<file path="config.mk">
export PLATFORM = sky130hd
export DESIGN_NAME = resp_deser_16
export DESIGN_NICKNAME = d
export VERILOG_FILES = /design/src/rtl/resp_deser_16.sv
export SDC_FILE = /design/constraint.sdc
export NUM_CORES = 1
export LEC_CHECK = 0
export BUFFER_PORTS_ARGS = -buffer_cell sky130_fd_sc_hd__buf_2
export CORE_MARGIN = 2
export CORE_UTILIZATION = 60
export CTS_BUF_LIST = sky130_fd_sc_hd__clkbuf_8
export DETAILED_ROUTE_END_ITERATION = 7
export PLACE_DENSITY = 0.84
export SLEW_MARGIN = 5
export SYNTH_ARGS = -nofsm -noshare
export SYNTH_HDL_FRONTEND = slang
export SYNTH_SLANG_ARGS = --single-unit
</file>
<file path="constraint.sdc">
create_clock -name clk -period 3.7 [get_ports clk]
set_clock_uncertainty 0.15 [all_clocks]
set_input_delay 0.37 -clock clk [delete_from_list [all_inputs] [get_ports clk]]
set_output_delay 0.37 -clock clk [all_outputs]
set_load 0.005 [all_outputs]
</file>
<file path="src/rtl/resp_deser_16.sv">
// Serial-to-parallel collector for the PUF response path: demuxes accepted bits into a shadow
// word indexed by sel_out, then hands completed words off through a valid/ready output register.
module resp_deser_16 #(
  parameter int unsigned WIDTH     = 16,
  parameter int unsigned SEL_W     = 4,
  parameter bit          MSB_FIRST = 1'b0
) (
  input  logic             clk,
  input  logic             rst,
  input  logic             bit_in,
  input  logic             bit_valid,
  output logic             bit_ready,
  input  logic             clear,
  output logic [SEL_W-1:0] sel_out,
  output logic [WIDTH-1:0] word_out,
  output logic             word_valid,
  input  logic             word_ready,
  output logic             drop_err
);

  localparam logic [SEL_W-1:0] LAST = SEL_W'(WIDTH - 1);

  logic [SEL_W-1:0] idx;
  logic [WIDTH-1:0] shadow;
  logic [WIDTH-1:0] merged;
  logic [SEL_W-1:0] slot;
  logic             at_last;
  logic             accept;
  logic             take;
  logic             complete;
  logic             pop;

  assign at_last = (idx == LAST);
  assign sel_out = idx;

  // Only the final bit of a word can stall: the output is full and not draining.
  assign bit_ready = ~(at_last & word_valid & ~word_ready);

  assign accept   = bit_valid & bit_ready;
  assign take     = accept & ~clear;
  assign complete = take & at_last;
  assign pop      = word_valid & word_ready;
  assign slot     = MSB_FIRST ? (LAST - idx) : idx;

  always_comb begin
    merged       = shadow;
    merged[slot] = bit_in;
  end

  always_ff @(posedge clk) begin
    if (rst) begin
      idx        <= '0;
      shadow     <= '0;
      word_out   <= '0;
      word_valid <= 1'b0;
      drop_err   <= 1'b0;
    end else begin
      if (bit_valid & ~bit_ready) begin
        drop_err <= 1'b1;
      end

      // Collection side: clear aborts the partial word and wins over an accept.
      if (clear) begin
        idx    <= '0;
        shadow <= '0;
      end else if (take) begin
        if (at_last) begin
          idx    <= '0;
          shadow <= '0;
        end else begin
          idx    <= idx + SEL_W'(1);
          shadow <= merged;
        end
      end

      // Output side: a completion reloads even when the old word pops on the same edge.
      if (complete) begin
        word_out   <= merged;
        word_valid <= 1'b1;
      end else if (pop) begin
        word_valid <= 1'b0;
      end
    end
  end

endmodule

</file>
* Word level (Yosys, flattened, before mapping) *
Cells that the tools add are included.

word-level totals
  output and inout bits = 23
  logic and storage cells = 29
  flip-flop bits (word level) = 38
  bits of input ports = 6

cells by class
  reductions and logical operators = 3
  add/subtract/negate cells = 1
  mux-type cells = 7
  $lt $le $gt $ge = 2
  eq/ne operators = 1
  bitwise logic cells = 10

operators by type and width
  operator                                                           number
  bitwise mux 16 bit                                                 1
  two-way mux 16 bit                                                 1
  bitwise AND 1 bit                                                  7
  less-than comparator 4 x 5 -> 1 bit, second input constant         1
  adder 4 x 1 -> 4 bit, second input constant                        1
  demux 1 bit (select 4 bit)                                         1
  equality test 4 bit, second input constant                         1
  greater-or-equal comparator 4 x 1 -> 1 bit, second input constant  1
  two-way mux 4 bit                                                  1
  two-way mux 1 bit                                                  3
  inverter 1 bit                                                     3
  nonzero test 2 bit                                                 1
  OR reduction 2 bit                                                 1
  logical AND 1 bit                                                  1

* Depth between registers and ports, before layout *
  word-level depth = 8
  gate-level depth with buffers = 6
  mapped depth without buffers = 5

* Worst setup path before layout *
No wires, ideal clock.

  path kind = register -> register
  from = reg idx[0], in the netlist sel_out[0]
  to = reg shadow[14]
  arrival = 1.545 ns
  setup slack = 1.932 ns
  path buffers = 2
  period minus slack after synthesis = 1.768 ns
  stages on the path, launching flop included = 7
  cell sequence = dfxtp_1 ha_1 and3_1 or3_1 buf_2 buf_6 o22ai_2

between the ends
  word-level cells in the longest chain between the ends = 6
  elaborated cells on any way between the ends = 13
  those cells by class = 2 x order compare; 1 x eq/ne; 4 x mux; 5 x bitwise; 1 x reduce/logical

RTL lines
  what                                                                                 line    text
  start: declaration                                                                   23      logic [SEL_W-1:0] idx;
  start signal: assignment                                                             71      idx <= idx + SEL_W'(1);
  less-than comparator 4 x 5 -> 1 bit (implied by the code) (tied with other cells)    47      merged[slot] = bit_in;
  logical AND 1 bit (implied by the code) / bitwise AND 1 bit (equally long branches)  47, 37
  two-way mux 1 bit (implied by the code) / bitwise AND 1 bit (equally long branches)  47, 37
  demux 1 bit (select 4 bit) / inverter 1 bit (equally long branches)                  47, 37
  bitwise mux 16 bit / bitwise AND 1 bit (equally long branches)                       47, 39
  two-way mux 16 bit / bitwise AND 1 bit (equally long branches)                       67, 40
  end signal: assignment                                                               72      shadow <= merged;
  end: declaration                                                                     24      logic [WIDTH-1:0] shadow;

Several ways; a longest one is shown, not always the timed one.
A chain may end at the register's enable or synchronous reset.

* Final worst setup path *
  from = reg idx[2], in the netlist sel_out[2]
  to = reg word_out[13]

between the ends
  word-level cells in the longest chain between the ends = 7
  elaborated cells on any way between the ends = 13
  those cells by class = 2 x order compare; 1 x eq/ne; 3 x mux; 6 x bitwise; 1 x reduce/logical

RTL lines
  what                                                                                         line  text
  parallel branches: the longest is 7 deep, another holds less-than comparator 4 x 5 -> 1 bit  --
  end signal: assignment                                                                       78    word_out <= merged;
  end: declaration                                                                             15    output logic [WIDTH-1:0] word_out,

Parallel ways; which one is timed is not known.

==> impl_metrics.csv <==
group,metric,value,unit
min_path,min-delay-start,"clear",
run,max_cap_viol_count,0,
min_path,hold_depth,2,
setup_path,r2r_setup_slack,1.19,ns
synth,synthDistinctLibCells,33,
cts,cts_hold_buf,0,
setup_path,worst-path-stages,3,
cts,clk_latency,0.30,ns
synth,yosysTopAreaCell,"dfxtp_1",
finish,fin_nets,214,
detailed_routing,drtPass1Iterations,8,
floorplanning,dieArea,0.00343,sq mm
run_status,violations,"DRC",
finish,area_delta_synth_final,12.9,%
grt,gr-total-overflow,0,
finish,diodes,0,
synth,synth_top_area_share,41.4,%
pwr,power.leakage,0.770,nW
min_path,hold_path_class,"in -> reg",
finish,most-common-layout-cells,"dfxtp_1, buf_2, inv_1, mux2i_1",
timing,slew_viol_final,0,
synth,syn_inst,185,
synth,ys_top_cells_by_area,"dfxtp_1, mux2i_1, o22ai_2, a211oi_1, a31oi_1",
placed_design,portBuffers,28,
timing,slew_headroom,17.4,%
cts,post_cts_resized,0,
timing,hold_ws,0.166,ns
grt,grt_pass1_vias,1438,
cts,clk_pin_slew,0.08,ns
finish,fill_cells,208,
setup_path,cpMaxStageDelayCell,"nor3_2",
synth,synth-seq-area-share,41.4,%
setup_path,worst_r2r_path_depth,3,
floorplanning,initial_core_util,63.7,%
synth,ys_warn_count,0,
finish,final_common_cell,"dfxtp_1",
setup_path,crit_path_end_kind,"flop",
cts,cts.sinks,37,
detailed_routing,ant_nets,0,
run_status,outcome,"finished, violations left",
floorplanning,core,0.00281,sq mm
setup_path,crit_chain,"nand3_1, nor3_2, a211oi_1",
floorplanning,row_count,19,
cts,htreeDepth,2,
timing,period_minus_slack,2.51,ns
setup_path,critPathKind,"reg -> reg",
setup_path,critical_path_required,3.67,ns
setup_path,crit_family,"simple AND/OR/NAND/NOR gates",
cts,cts-root-buf,"clkbuf_8",
placed_design,dp_hpwl,2.81,mm
pwr,irDropWorstVdd,0.319,mV
grt,grt_use_total,26.6,%
setup_path,worst_setup_path_start_kind,"flop",
finish,drive_gt1_share,24.4,%
cts,cts_buffers,5,
synth,avgSynthCellArea,9.66,sq um
setup_path,r2r_start,"sel_out[2]",
synth,synth_area,0.00179,sq mm
placed_design,place_congestion,0.877,
detailed_routing,drcViolationCount,3,
grt,grt_max_degree,24,
setup_path,endpoint,"word_out[13]",
timing,hold_violations,0,
floorplanning,fp.dieW,58.6,um
setup_path,crit_path_start,"sel_out[2]",
setup_path,path_max_fanout,22,
timing,rsz0062_at_grt,"no",
timing,finalCritPeriodShare,67.9,%
cts,clock_path_buffers,2,
detailed_routing,drt-total-wl,4.22,mm
floorplanning,ios,29,
timing,worstMarginPinSlew,1.24,ns
timing,fmax,398,MHz
synth,synth_fp_nets,195,
finish,fin_util,72.0,%
grt,grt_antenna_before_repair,0,
detailed_routing,viasPerCell,6.43,
cts,post_cts_buffers,0,
detailed_routing,vias,1517,
timing,setup_tns,0,ns
setup_path,cp.buffers_inverters,0,
setup_path,timing.rr.end,"word_out[13]",
pwr,power.density,421,mW/mm^2
detailed_routing,drtIter0Drc,138,
grt,grt_first_pass_wirelength,6.73,mm
detailed_routing,wire_per_inst,17.9,um
setup_path,cpPeakStageDelay,0.91,ns
timing,setup_viol,0,
cts,tritoncts,"yes",
setup_path,worstPathArrival,2.48,ns
floorplanning,die_y,58.6,um
synth,synth-seq-cells,37,
==> stage by stage <==
stage	total power [mW]	instance area, sq um	instances	setup WS [ns]
6_report	0.850	2020	236	1.19
5_1_grt	0.875	2020	236	1.17
4_1_cts	0.852	2020	236	1.28
3_5_place_dp	0.444	1890	228	1.33
3_3_place_gp	0.443	1890	228	1.54
2_1_floorplan	0.435	1790	185	1.93
==> logic make-up after synthesis <==
kind of cell	after synthesis	share of synthesized area (%)
compound gates	55	24.5
mux	17	9.52
buf+inv	34	8.54
flops	37	41.4
fa+ha+maj	4	2.80
simple gates	38	13.2
==> synthesized netlist by cell type <==
| library cell | n |
|---|---|
| a211oi_1 | 16 |
| a21oi_1 | 3 |
| a31o_2 | 1 |
| a31oi_1 | 16 |
| a41oi_2 | 1 |
| and3_1 | 1 |
| and3b_1 | 1 |
| and4_1 | 1 |
| buf_2 | 11 |
| buf_4 | 1 |
| buf_6 | 1 |
| clkbuf_1 | 4 |
| dfxtp_1 | 37 |
| ha_1 | 4 |
| inv_1 | 17 |
| mux2i_1 | 17 |
| nand2_1 | 3 |
| nand2b_1 | 2 |
| nand3_1 | 7 |
| nand3b_1 | 8 |
| nand4_1 | 1 |
| nor2_1 | 3 |
| nor2b_1 | 2 |
| nor3_1 | 1 |
| nor3_2 | 1 |
| nor3b_1 | 4 |
| nor4_1 | 1 |
| o21ai_0 | 1 |
| o22ai_1 | 5 |
| o22ai_2 | 10 |
| o311ai_0 | 1 |
| o31ai_1 | 1 |
| or3_1 | 2 |
==> routing by layer <==
metal / track usage [%] / vias to the layer above / routed length, um
met3: 7.69 / 12 / 274
li1: - / 723 / -
met5: 0 / - / 0
met4: 14.6 / 0 / 100
met1: 31.9 / 724 / 1730
met2: 43.0 / 58 / 2110
==> state kept, by name, indices dropped and copies added, names as in the netlist <==
signal	cells
shadow	15
drop_err	1
sel_out	4
word_valid	1
word_out	16
==> power by group <==
group / switching (mW) / leakage [nW] / internal [mW] / total, mW
combinational: 0.0251 / 0.404 / 0.0103 / 0.0354
sequential: 0.00156 / 0.298 / 0.399 / 0.401
clock: 0.146 / 0.0681 / 0.268 / 0.414
total: 0.173 / 0.770 / 0.677 / 0.850
==> final cells by class <==
type	count	area (sq um)	share of cell area [%]
Clock inverter	3	65.1	3.22
Clock buffer	5	68.8	3.41
Sequential cell	37	741	36.7
Inverter	17	63.8	3.16
Multi-Input combinational cell	114	895	44.3
Timing Repair Buffer	29	148	7.31
Tap cell	31	38.8	1.92
==> worst min-delay path by stage <==
stage	endpoint	slack, ns
after floorplan	sel_out[2]	0.30
after global placement	drop_err	0.30
after detailed placement	shadow[3]	0.32
after CTS	sel_out[2]	0.15
after global routing	sel_out[2]	0.18
final	sel_out[2]	0.17
No activity file was read; power rests on OpenSTA's default activity.
